$ cat src/rtl/i2s_rx.sv
// I2S capture: oversamples BCLK/LRC/data in the system clock and presents each
// left/right word pair with a valid/ready handshake. Optional sticky overrun flag: I2S_RX_OVERRUN_EN.
module i2s_rx #(
  parameter int BPS = 24
) (
  input  logic           in_clk,
  input  logic           in_rst,
  input  logic           in_BCLK,
  input  logic           in_RECLRC,
  input  logic           in_RECDAT,
  input  logic           in_ready,
  output logic [BPS-1:0] out_left,
  output logic [BPS-1:0] out_right,
  output logic           out_valid,
  output logic           out_overrun
);

  localparam int CW = 6;

  typedef enum logic [1:0] {WAIT_SYNC, DELAY, SHIFT, PAD} state_t;

  // Handshake: a pair is transferred on every in_clk edge where out_valid && in_ready;
  // out_left/out_right are stable whenever out_valid is high and in_ready is low.

  logic           bclk_s1_q, bclk_s2_q, bclk_prev_q;
  logic           lrc_s1_q, lrc_s2_q;
  logic           dat_s1_q, dat_s2_q;
  state_t         state_q, state_d;
  logic           channel_q, channel_d;
  logic           lrc_prev_q, lrc_prev_d;
  logic           left_ok_q, left_ok_d;
  logic [CW-1:0]  bit_cnt_q, bit_cnt_d;
  logic [BPS-1:0] shift_q, shift_d;
  logic [BPS-1:0] left_hold_q, left_hold_d;
  logic [BPS-1:0] right_hold_q, right_hold_d;
  logic           pair_q, pair_d;
  logic [BPS-1:0] out_left_q, out_left_d;
  logic [BPS-1:0] out_right_q, out_right_d;
  logic           out_valid_q, out_valid_d;
  logic           rise;

  assign rise = bclk_s2_q & ~bclk_prev_q;

  always_comb begin
    state_d      = state_q;
    channel_d    = channel_q;
    lrc_prev_d   = lrc_prev_q;
    left_ok_d    = left_ok_q;
    bit_cnt_d    = bit_cnt_q;
    shift_d      = shift_q;
    left_hold_d  = left_hold_q;
    right_hold_d = right_hold_q;
    pair_d       = 1'b0;
    if (rise) begin
      lrc_prev_d = lrc_s2_q;
      if (lrc_s2_q != lrc_prev_q) begin
        // The transition rise carries the last bit of the previous slot.
        channel_d = lrc_s2_q;
        state_d   = DELAY;
        bit_cnt_d = '0;
        if (state_q == SHIFT) left_ok_d = 1'b0;
      end else begin
        case (state_q)
          DELAY, SHIFT: begin
            shift_d   = {shift_q[BPS-2:0], dat_s2_q};
            bit_cnt_d = bit_cnt_q + CW'(1);
            state_d   = SHIFT;
            if (bit_cnt_q == CW'(BPS - 1)) begin
              state_d = PAD;
              if (!channel_q) begin
                left_hold_d = shift_d;
                left_ok_d   = 1'b1;
              end else if (left_ok_q) begin
                right_hold_d = shift_d;
                pair_d       = 1'b1;
                left_ok_d    = 1'b0;
              end
            end
          end
          default: state_d = state_q;
        endcase
      end
    end
  end

  always_comb begin
    out_left_d  = out_left_q;
    out_right_d = out_right_q;
    out_valid_d = out_valid_q & ~in_ready;
    if (pair_q && (!out_valid_q || in_ready)) begin
      out_left_d  = left_hold_q;
      out_right_d = right_hold_q;
      out_valid_d = 1'b1;
    end
  end

  always_ff @(posedge in_clk or posedge in_rst) begin
    if (in_rst) begin
      bclk_s1_q    <= 1'b0;
      bclk_s2_q    <= 1'b0;
      bclk_prev_q  <= 1'b0;
      lrc_s1_q     <= 1'b0;
      lrc_s2_q     <= 1'b0;
      dat_s1_q     <= 1'b0;
      dat_s2_q     <= 1'b0;
      state_q      <= WAIT_SYNC;
      channel_q    <= 1'b0;
      lrc_prev_q   <= 1'b0;
      left_ok_q    <= 1'b0;
      bit_cnt_q    <= '0;
      shift_q      <= '0;
      left_hold_q  <= '0;
      right_hold_q <= '0;
      pair_q       <= 1'b0;
      out_left_q   <= '0;
      out_right_q  <= '0;
      out_valid_q  <= 1'b0;
    end else begin
      bclk_s1_q    <= in_BCLK;
      bclk_s2_q    <= bclk_s1_q;
      bclk_prev_q  <= bclk_s2_q;
      lrc_s1_q     <= in_RECLRC;
      lrc_s2_q     <= lrc_s1_q;
      dat_s1_q     <= in_RECDAT;
      dat_s2_q     <= dat_s1_q;
      state_q      <= state_d;
      channel_q    <= channel_d;
      lrc_prev_q   <= lrc_prev_d;
      left_ok_q    <= left_ok_d;
      bit_cnt_q    <= bit_cnt_d;
      shift_q      <= shift_d;
      left_hold_q  <= left_hold_d;
      right_hold_q <= right_hold_d;
      pair_q       <= pair_d;
      out_left_q   <= out_left_d;
      out_right_q  <= out_right_d;
      out_valid_q  <= out_valid_d;
    end
  end

  assign out_left  = out_left_q;
  assign out_right = out_right_q;
  assign out_valid = out_valid_q;

`ifdef I2S_RX_OVERRUN_EN
  logic overrun_q, overrun_d;

  always_comb begin
    overrun_d = overrun_q | (pair_q & out_valid_q & ~in_ready);
  end

  always_ff @(posedge in_clk or posedge in_rst) begin
    if (in_rst) overrun_q <= 1'b0;
    else        overrun_q <= overrun_d;
  end

  assign out_overrun = overrun_q;
`else
  assign out_overrun = 1'b0;
`endif

endmodule

$ cat config.mk
export PLATFORM = sky130hd
export DESIGN_NAME = i2s_rx
export DESIGN_NICKNAME = d
export VERILOG_FILES = /design/src/rtl/i2s_rx.sv
export SDC_FILE = /design/constraint.sdc
export NUM_CORES = 1
export LEC_CHECK = 0
export CAP_MARGIN = 20
export CORE_ASPECT_RATIO = 0.75
export CORE_MARGIN = 1.5
export CORE_UTILIZATION = 53
export CTS_BUF_LIST = sky130_fd_sc_hd__clkbuf_2
export CTS_CLUSTER_SIZE = 28
export DETAILED_ROUTE_END_ITERATION = 7
export PLACE_DENSITY = 0.79
export SETUP_SLACK_MARGIN = 0.3
export SYNTH_ARGS = -nofsm -noshare
export SYNTH_HDL_FRONTEND = slang
export SYNTH_SLANG_ARGS = --single-unit
$ cat constraint.sdc
create_clock -name in_clk -period 3.8 [get_ports in_clk]
set_input_delay 0.38 -clock in_clk [delete_from_list [all_inputs] [get_ports in_clk]]
set_output_delay 0.38 -clock in_clk [all_outputs]
set_load 0.01 [all_outputs]
==> results.yml, run 1 <==
final_layout:
  finalNetCount: 401
  finalCoreUtilization_pct: 64.4
  final_area_um2: 6220
  area_growth_from_synthesis_to_layout_pct: 18.1
  drive_gt1_share_pct: 40.4
  layout.cells.most_common: "sky130_fd_sc_hd__dfrtp_1"
  layout.cells.most_common_list: "139 x sky130_fd_sc_hd__dfrtp_1, 119 x sky130_fd_sc_hd__mux2_2, 54 x sky130_fd_sc_hd__clkdlybuf4s50_1"
  insertedDiodeCount: 0
floorplanning:
  io_pins: 56
  fp.coreArea_um2: 9660
  die-height_um: 89.3
  die_width_um: 118
  rows: 31
  design.die.area_um2: 10600
  floorplan.initialDensity_pct: 54.6
placed_design:
  post-dp-hpwl_mm: 5.34
  io_buffer_count: 54
  placed_area_um2: 5940
  place_congestion: 0.795
logic_synthesis:
  yosys.area_share.simple_pct: 3.06
  post_synth_fa_ha_maj_area_fraction_pct: 0.475
  synthCells: 327
  synth_top_family_by_area: "multiplexers"
  synthesis.nets: 335
  netlist.top_cell.by_area: "sky130_fd_sc_hd__dfrtp_1"
  synth_seq_area_share_pct: 66.0
  post_synth.cell_area_avg_um2: 16.1
  synthXorXnorAreaFrac_pct: 0.807
  synth_cell_type_count: 32
  yosysWarnings: 0
  muxShareOfSynthArea_pct: 25.4
  synth_top_area_share_pct: 66.0
  ys_ff_latch: 139
  synthTopCellsByArea: "sky130_fd_sc_hd__dfrtp_1 66%, sky130_fd_sc_hd__mux2_2 25%, sky130_fd_sc_hd__buf_6 0.85%"
  netlist_area_um2: 5270
  synth_compound_area_share_pct: 2.14
worst_hold_path:
  hold_class: "in -> async"
clock_network:
  clockBufferDepth: 2
  htreeDepth: 4
  clock-root-buffer: "sky130_fd_sc_hd__clkbuf_2"
  post_cts_resized: 0
  clock_insertion_delay_worst_skew_ns: 0.69
  cts.reportedPaths.clkPinSlew_ns: 0.20
  tritoncts.num_buffers: 17
  postCtsHoldBufs: 0
  tritoncts: "yes"
  clock_sink_count: 139
  postCtsSetupBuffers: 0
detailed_routing:
  route.detailed.drc: 0
  vias_per_cell: 5.23
  detailroute.via_count: 2812
  wl_mm: 8.21
  drtAntennaViolNets: 0
  detail_route.iter0.violations: 132
  detail_route.wl_per_cell_um: 15.3
  first_pass_iters: 4
sta:
  final_tns_setup_ns: 0
  fin_crit_ns: 2.69
  timing_max_transition_violations_final: 0
  slew_headroom_pct: 50.2
  finalCritPeriodShare_pct: 70.7
  rsz0062_at_grt: "false"
  max_slew.worst_pin.slew_ns: 0.745
  final-setup-viol-count: 0
  worst_clock_skew_ns: 0.0408
  fmaxAchievable_ghz: 0.372
  final_hold_viol_count: 0
power:
  largest_voltage_drop_on_the_vdd_net_mv: 0.293
  leakagePower_nw: 3.07
  cell_pwr_density_nw_per_um2: 431
global_route:
  largest_net_degree_at_the_start_of_global_routing: 65
  first_global_vias: 2747
  grt_overflow_total: 0
  grt_first_pass_wirelength_mm: 13.8
  antenna_found_initial: 0
  track_usage_pct: 17.2
critical_path:
  cp_data_arrival_time_ns: 3.26
  reg2reg_slack_ns: 1.11
  cp-end-kind: "flip-flop"
  critical_path_peak_fanout: 24
  worstPathRequired_ns: 4.37
  timing.critical_path.max_delay_family: "simple AND/OR/NAND/NOR gates"
  cp_cell_sequence: "ha_1 > nor3b_2 > nand2_2 > nor2_4 > mux2_2"
  timing.critical_path.buf_inv: 0
  timing.critical_path.from_type: "flip-flop"
  timing.setup.critical_path_class: "reg -> reg"
  timing.critical_path.slowest_stage_cell: "sky130_fd_sc_hd__nor2_4"
  largest_incremental_delay_on_the_critical_path_ns: 0.70
flow_run:
  max_cap_violations: 0
status:
  outcome: "finished, final reports clean"
-- through the flow --
step / power (mW) / hold slack, ns / worst slack (ns) / std cells
2_1_floorplan: 1.76 / 0.331 / 1.68 / 327
3_3_place_gp: 1.80 / 0.333 / 1.22 / 505
3_5_place_dp: 1.81 / 0.336 / 1.13 / 505
4_1_cts: 2.70 / 0.0802 / 1.08 / 537
5_1_grt: 2.79 / 0.0660 / 0.906 / 538
6_report: 2.68 / 0.111 / 1.11 / 538
-- kinds of logic after synthesis --
| family | count (synthesis) |
|---|---|
| AOI/OAI and AO/OA | 18 |
| xor gates and xnor gates | 4 |
| adders and majority gates | 2 |
| buffers and inverters | 17 |
| DFF | 139 |
| muxes | 119 |
| other | 1 |
| and+or+nand+nor | 27 |
-- Yosys cell counts, drive strengths merged --
| library cell | instances |
|---|---|
| dfrtp | 139 |
| a31oi | 1 |
| o41ai | 1 |
| nor3 | 1 |
| inv | 4 |
| o2bb2ai | 2 |
| o21a | 1 |
| xnor2 | 1 |
| nor3b | 2 |
| o211ai | 1 |
| clkbuf | 2 |
| nand3 | 4 |
| nand2b | 3 |
| o21ai | 5 |
| or3 | 2 |
| ha | 2 |
| mux2 | 119 |
| a21oi | 6 |
| nor2 | 3 |
| buf | 11 |
| nand2 | 10 |
| a32o | 1 |
| nor2b | 1 |
| conb | 1 |
| xor2 | 3 |
| nand4b | 1 |
-- power by group --
part,switching (mW),internal (mW),total [mW]
Sequential,0.0549,1.54,1.59
Combinational,0.110,0.0822,0.192
Clock,0.526,0.370,0.896
-- area by class of cell --
cell class | count | area, µm²
Clock buffer | 18 | 90.1
Multi-Input combinational cell | 171 | 1690
Timing Repair Buffer | 60 | 611
Inverter | 4 | 18.8
Fill cell | 694 | 3430
Tap cell | 132 | 165
Sequential cell | 139 | 3480
Clock inverter | 14 | 173
-- metal layers --
| metal | wire length, µm | GRT usage (%) | up-vias |
|---|---|---|---|
| li1 | - | - | 1301 |
| met5 | 0 | 0 | - |
| met4 | 94 | 7.65 | 0 |
| met2 | 3740 | 26.3 | 65 |
| met1 | 4020 | 23.0 | 1432 |
| met3 | 348 | 5.48 | 14 |
-- sequential cells by signal (all words and copies together) (netlist names), 2 cells and up --
name and flops:
left_hold_q 24, out_right 24, state_q 2, right_hold_q 24, out_left 24, shift_q 23, bit_cnt_q 6
-- path summary, 6_finish.rpt --
| kind | end | depth (start not counted) | start |
|---|---|---|---|
| min in group in_clk | lrc_s1_q$_DFF_PP0_ | 1 | in_RECLRC |
| hold / removal | out_left[17]$_DFFE_PP0P_ | 2 | in_rst |
| setup / recovery | left_hold_q[23]$_DFFE_PP0P_ | 5 | state_q[1]$_DFFE_PP0P_ |
| max in group asynchronous | shift_q[3]$_DFFE_PP0P_ | 3 | in_rst |
| setup reg to reg | left_hold_q[23]$_DFFE_PP0P_ | 5 | state_q[1]$_DFFE_PP0P_ |
| hold reg to reg | dat_s2_q$_DFF_PP0_ | 0 | dat_s1_q$_DFF_PP0_ |
(Power assumes the default switching activity.)
==> inputs of run 2 (changes only) <==
clock period = 2.43 ns   (was 3.8 ns; I/O delays follow)
==> run 2 against run 1 <==
Sequential power rose by 57%. Clock power rose by 18%. Utilization grew 1.6 points. Total power up 47%. Non-clock buffer count grew 15. Register-to-register slack got worse by 0.81 ns. Sequential share of layout area fell by 1.3 points. Critical path depth grew 1.
==> results.yml, run 2 (synthesized netlist as in run 1, its figures left out) <==
status:
  outcome: "finished, final reports clean"
critical_path:
  largest_incremental_delay_on_the_critical_path_ns: 0.45
  cp_cell_sequence: "ha_4 > nor3b_4 > nand2_2 > nor3_4 > buf_4 > mux2_2"
  timing.critical_path.slowest_stage_cell: "sky130_fd_sc_hd__dfrtp_1"
  timing.setup.critical_path_class: "reg -> reg"
  reg2reg_slack_ns: 0.30
  worstRegToRegCells: 6
  timing.critical_path.max_delay_family: "simple AND/OR/NAND/NOR gates"
  timing.critical_path.buf_inv: 1
  reg2reg_to: "right_hold_q[13]$_DFFE_PP0P_"
  cp-end-kind: "flip-flop"
  critical_path_peak_fanout: 6
  worstPathRequired_ns: 2.95
  cp_data_arrival_time_ns: 2.65
  timing.critical_path.from_type: "flip-flop"
  crit-reg2reg-launch: "state_q[1]$_DFFE_PP0P_"
floorplanning:
  die-height_um: 89.3
  floorplan.initialDensity_pct: 54.6
  die_width_um: 118
  design.die.area_um2: 10600
  io_pins: 56
  rows: 31
  fp.coreArea_um2: 9660
sta:
  timing_max_transition_violations_final: 0
  rsz0062_at_grt: "true"
  finalCritPeriodShare_pct: 87.6
  final-setup-viol-count: 0
  slew_headroom_pct: 61.4
  worst_clock_skew_ns: 0.0335
  final_tns_setup_ns: 0
  max_slew.worst_pin.slew_ns: 0.577
  final_hold_viol_count: 0
  fmaxAchievable_ghz: 0.470
  fin_crit_ns: 2.13
worst_hold_path:
  hp-start: "in_ready"
  hold_class: "in -> reg"
  worst_hold_path.endpoint: "out_valid$_DFF_PP0_"
  hold_path_depth: 3
power:
  largest_voltage_drop_on_the_vdd_net_mv: 0.546
  leakagePower_nw: 3.16
  sw_frac_of_total_pct: 25.1
  combinationalPowerShare_pct: 10.0
  power.internal_mw: 2.96
  power_switching_uw: 993
  power_frac_clock_pct: 27.0
  seq_power_share_pct: 63.0
  cell_pwr_density_nw_per_um2: 620
detailed_routing:
  route.detailed.drc: 0
  route.layer.met1.wl_mm: 4.48
  detail_route.wl_per_cell_um: 16.4
  dr_wl_met2_mm: 4.10
  wl_met3_um: 348
  wl_mm: 9.01
  drtAntennaViolNets: 0
  first_pass_iters: 6
  highest_layer: "met4"
  detail_route.iter0.violations: 75
  vias_per_cell: 5.20
  detailroute.via_count: 2856
clock_network:
  clock_insertion_delay_worst_skew_ns: 0.62
  tritoncts.num_buffers: 17
  clock-root-buffer: "sky130_fd_sc_hd__clkbuf_2"
  htreeDepth: 4
  tritoncts: "yes"
  cts.reportedPaths.clkPinSlew_ns: 0.18
  clock_sink_count: 139
  clockBufferDepth: 2
global_route:
  grt_overflow_total: 0
  grt_first_pass_wirelength_mm: 14.9
  track_usage_pct: 18.5
  antenna_found_initial: 0
  largest_net_degree_at_the_start_of_global_routing: 32
  first_global_vias: 2944
final_layout:
  fill_cells: 685
  area_growth_from_synthesis_to_layout_pct: 21.0
  non_filler_instance_count_after_layout: 549
  drive_gt1_share_pct: 41.0
  layout.cells.most_common: "sky130_fd_sc_hd__dfrtp_1"
  insertedDiodeCount: 0
  area.sequential_um2: 3480
  finalNetCount: 416
  multi_input_area_um2: 1770
  layout.cells.most_common_list: "139 x sky130_fd_sc_hd__dfrtp_1, 107 x sky130_fd_sc_hd__mux2_2, 54 x sky130_fd_sc_hd__clkdlybuf4s50_1"
placed_design:
  numPlacedInstances: 512
  post-dp-hpwl_mm: 6.02
  io_buffer_count: 54
  place_congestion: 0.850
flow_run:
  max_cap_violations: 0
run 2: changes by cell type in the layout (fill, tap and decap cells not counted), moves of 2 or more:
cell	before	now
sky130_fd_sc_hd__clkbuf_2	18	22
sky130_fd_sc_hd__clkinv_1	0	3
sky130_fd_sc_hd__mux2_2	119	107
sky130_fd_sc_hd__dlygate4sd3_1	0	4
sky130_fd_sc_hd__buf_6	0	3
sky130_fd_sc_hd__buf_12	2	5
sky130_fd_sc_hd__buf_4	4	9
sky130_fd_sc_hd__clkinv_4	3	0
sky130_fd_sc_hd__mux2_4	0	12
sky130_fd_sc_hd__bufinv_16	3	1
sky130_fd_sc_hd__clkinvlp_4	6	1
run 2: power by group through the flow:
stage	sequential, mW	clock, mW	combinational (mW)
floorplan	2.50	0	0.246
global placement	2.52	0	0.299
detailed placement	2.52	0	0.312
CTS	2.48	1.10	0.324
global route	2.51	1.21	0.443
finish	2.49	1.06	0.396
run 2: through the flow:
step                      setup WS [ns]  hold slack, ns  util (%)  power [mW]  cell area (µm²)
after global placement            0.288           0.335      62.6        2.82             6040
after floorplan                   0.353           0.274         -        2.74             5270
after detailed placement          0.227           0.335      62.6        2.83             6040
after global routing              0.214           0.224      66.0        4.16             6370
final                             0.301           0.303      66.0        3.95             6370
after CTS                         0.309         0.00114      64.7        3.90             6250
run 2: area by class of cell:
cell class / count / share of cell area (%)
clock inverters: 6 / 0.805
repair buffers: 75 / 12.3
clock buffers: 22 / 1.73
well taps: 132 / 2.59
inverters: 4 / 0.294
multi-input cells: 171 / 27.7
flip-flops and latches: 139 / 54.6
run 2: how the worst max path moves through the flow:
stage | from | slack (ns) | to | cells past startpoint
floorplan | state_q[0]$_DFFE_PP0P_ | 0.35 | left_hold_q[0]$_DFFE_PP0P_ | 8
global placement | state_q[0]$_DFFE_PP0P_ | 0.29 | right_hold_q[11]$_DFFE_PP0P_ | 7
detailed placement | state_q[0]$_DFFE_PP0P_ | 0.23 | right_hold_q[1]$_DFFE_PP0P_ | 7
CTS | state_q[0]$_DFFE_PP0P_ | 0.31 | right_hold_q[23]$_DFFE_PP0P_ | 7
global route | state_q[1]$_DFFE_PP0P_ | 0.21 | right_hold_q[23]$_DFFE_PP0P_ | 6
finish | state_q[1]$_DFFE_PP0P_ | 0.30 | right_hold_q[13]$_DFFE_PP0P_ | 6
run 2: timing repair:
item | in CTS | in global routing
resized for setup | 4 | 20
hold buffers | 2 | 2
gates cloned | 1 | 1
endpoints found under the hold margin | 20 | 2
buffers inserted | 0 | 3
setup endpoints to repair | 24 | 48
pin swaps | 2 | 3
run 2: worst reg2reg max path, delay by kind of cell (launching register included):
| kind | cells | cell delay, ns |
|---|---|---|
| multiplexers | 1 | 0.34 |
| buffers and inverters | 1 | 0.23 |
| adder cells (fa/ha/maj) | 1 | 0.27 |
| AND/OR/NAND/NOR | 3 | 0.76 |
| flip-flops | 1 | 0.45 |
run 2: per-layer routing:
| metal | vias up | track usage, % |
|---|---|---|
| met5 | - | 0 |
| met4 | 0 | 5.99 |
| met3 | 8 | 5.93 |
| met2 | 52 | 28.6 |
| met1 | 1486 | 25.4 |
| li1 | 1310 | - |
==> inputs of run 3 (changes only) <==
CORE_UTILIZATION = 58   (was 53)
PLACE_DENSITY = 0.82   (was 0.79)
clock period = 2.44 ns   (was 2.43 ns; I/O delays follow)
==> run 3 against run 2 <==
Fmax up 4.1%. Routed wire length is 3.3% lower. Count of clock-buffer cells in the layout grew 1. Via count increased by 0.53%. Combinational power shrank 13%. Design area shrank 2.3%. Total power down 1.8%. Register-to-register slack better by 0.09 ns. Clock skew is 0.014 ns lower. Highest routed layer unchanged.
==> results.yml, run 3 (synthesized netlist as in run 1, its figures left out) <==
status:
  outcome: "finished, final reports clean"
floorplanning:
  die-height_um: 85.5
  design.die.area_um2: 9670
  rows: 29
  fp.coreArea_um2: 8640
  floorplan.initialDensity_pct: 61.0
  die_width_um: 113
  io_pins: 56
critical_path:
  critical_path_peak_fanout: 7
  cp_data_arrival_time_ns: 2.58
  timing.critical_path.from_type: "flip-flop"
  timing.setup.critical_path_class: "reg -> reg"
  reg2reg_to: "right_hold_q[23]$_DFFE_PP0P_"
  worstRegToRegCells: 7
  cp_cell_sequence: "inv_1 > ha_2 > nor3b_4 > nand2_2 > nor3_4 > buf_4 > mux2_2"
  timing.critical_path.buf_inv: 2
  cp-end-kind: "flip-flop"
  largest_incremental_delay_on_the_critical_path_ns: 0.42
  timing.critical_path.max_delay_family: "simple AND/OR/NAND/NOR gates"
  crit-reg2reg-launch: "state_q[0]$_DFFE_PP0P_"
  worst-path-stages: 7
  reg2reg_slack_ns: 0.40
  timing.critical_path.slowest_stage_cell: "sky130_fd_sc_hd__dfrtp_1"
  worstPathRequired_ns: 2.97
detailed_routing:
  detail_route.iter0.violations: 90
  route.detailed.drc: 0
  detail_route.wl_per_cell_um: 16.7
  drtAntennaViolNets: 0
  wl_mm: 8.71
  vias_per_cell: 5.51
  first_pass_iters: 4
  detailroute.via_count: 2871
worst_hold_path:
  hold_path_depth: 3
  hp-start: "in_ready"
  worst_hold_path.endpoint: "out_valid$_DFF_PP0_"
  hold_class: "in -> reg"
global_route:
  antenna_found_initial: 0
  globalRouteMet1Util_pct: 27.8
  grt_use_met2_pct: 30.6
  grt.met3_usage_pct: 6.36
  grt_overflow_total: 0
  track_usage_pct: 20.1
  first_global_vias: 2992
  gr-max-usage-layer: "met2"
  largest_net_degree_at_the_start_of_global_routing: 51
  grt_first_pass_wirelength_mm: 14.9
sta:
  timing_max_transition_violations_final: 0
  max_slew.worst_pin.slew_ns: 0.560
  setup_ws_ns: 0.396
  final_tns_setup_ns: 0
  rsz0062_at_grt: "false"
  final-setup-viol-count: 0
  slew_headroom_pct: 62.6
  fmaxAchievable_ghz: 0.489
  worst_clock_skew_ns: 0.0192
  worst_hold_slack_ns: 0.317
  final_hold_viol_count: 0
  finalCritPeriodShare_pct: 83.8
  fin_crit_ns: 2.04
clock_network:
  clock_insertion_delay_worst_skew_ns: 0.64
  tritoncts.num_buffers: 17
  clock_sink_count: 139
  clock-root-buffer: "sky130_fd_sc_hd__clkbuf_2"
  htreeDepth: 4
  tritoncts: "yes"
  cts.reportedPaths.clkPinSlew_ns: 0.15
  clockBufferDepth: 2
power:
  cell_pwr_density_nw_per_um2: 622
  leakagePower_nw: 3.11
  largest_voltage_drop_on_the_vdd_net_mv: 0.411
placed_design:
  placed_area_um2: 5980
  post-dp-hpwl_mm: 5.81
  io_buffer_count: 54
  post-place-ws_ns: 0.194
  place_congestion: 0.847
final_layout:
  layout.cells.most_common: "sky130_fd_sc_hd__dfrtp_1"
  layout.cells.most_common_list: "139 x sky130_fd_sc_hd__dfrtp_1, 119 x sky130_fd_sc_hd__mux2_2, 54 x sky130_fd_sc_hd__clkdlybuf4s50_1"
  final_area_um2: 6230
  finalNetCount: 411
  area_growth_from_synthesis_to_layout_pct: 18.2
  drive_gt1_share_pct: 39.7
  finalCoreUtilization_pct: 72.1
  insertedDiodeCount: 0
flow_run:
  max_cap_violations: 0
-- run 3: how the worst max path moves through the flow --
| stage | startpoint | to | slack (ns) |
|---|---|---|---|
| after floorplan | state_q[0]$_DFFE_PP0P_ | left_hold_q[0]$_DFFE_PP0P_ | 0.36 |
| after CTS | state_q[0]$_DFFE_PP0P_ | right_hold_q[23]$_DFFE_PP0P_ | 0.33 |
| after global placement | state_q[0]$_DFFE_PP0P_ | right_hold_q[9]$_DFFE_PP0P_ | 0.29 |
| after detailed placement | state_q[0]$_DFFE_PP0P_ | right_hold_q[10]$_DFFE_PP0P_ | 0.19 |
| final | state_q[0]$_DFFE_PP0P_ | right_hold_q[23]$_DFFE_PP0P_ | 0.40 |
| after global routing | state_q[0]$_DFFE_PP0P_ | right_hold_q[4]$_DFFE_PP0P_ | 0.31 |
-- run 3: worst register-to-register path: cells and delay by family (launching register included) --
family | cells | cell delay (ns)
flops | 1 | 0.42
mux | 1 | 0.35
buf+inv | 2 | 0.28
simple gates | 3 | 0.60
fa+ha+maj | 1 | 0.32
-- run 3: cell type report --
type                    count  area, µm²
flip-flops and latches    139       3480
fillers                   564       2410
multi-input cells         171       1700
repair buffers             70        733
well taps                 108        135
clock buffers              23        115
clock inverters             6       50.0
inverters                   4       18.8
-- run 3: stage by stage --
stage,total power [mW],cells
after CTS,3.91,519
after global routing,4.07,521
after global placement,2.81,485
final,3.88,521
after detailed placement,2.83,485
after floorplan,2.73,327
-- run 3: metal layers --
metal	vias up	share of wire, %
met5	-	0
met4	0	1.4
met3	15	5.2
met2	83	46
met1	1467	47
li1	1306	-
-- run 3: repair_timing --
item / in CTS / in global routing
hold buffers: 4 / 0
gates resized for setup: 4 / 1
pin swaps: 2 / 2
setup buffers: 1 / 2
endpoints found under the hold margin: 25 / 0
setup endpoints to repair: 43 / 43
-- run 3: report_power, final --
| group | internal (mW) | leakage, nW | switching (mW) |
|---|---|---|---|
| combinational | 0.150 | 1.08 | 0.195 |
| clock | 0.361 | 0.120 | 0.692 |
| sequential | 2.39 | 1.91 | 0.0858 |
| total | 2.90 | 3.11 | 0.973 |
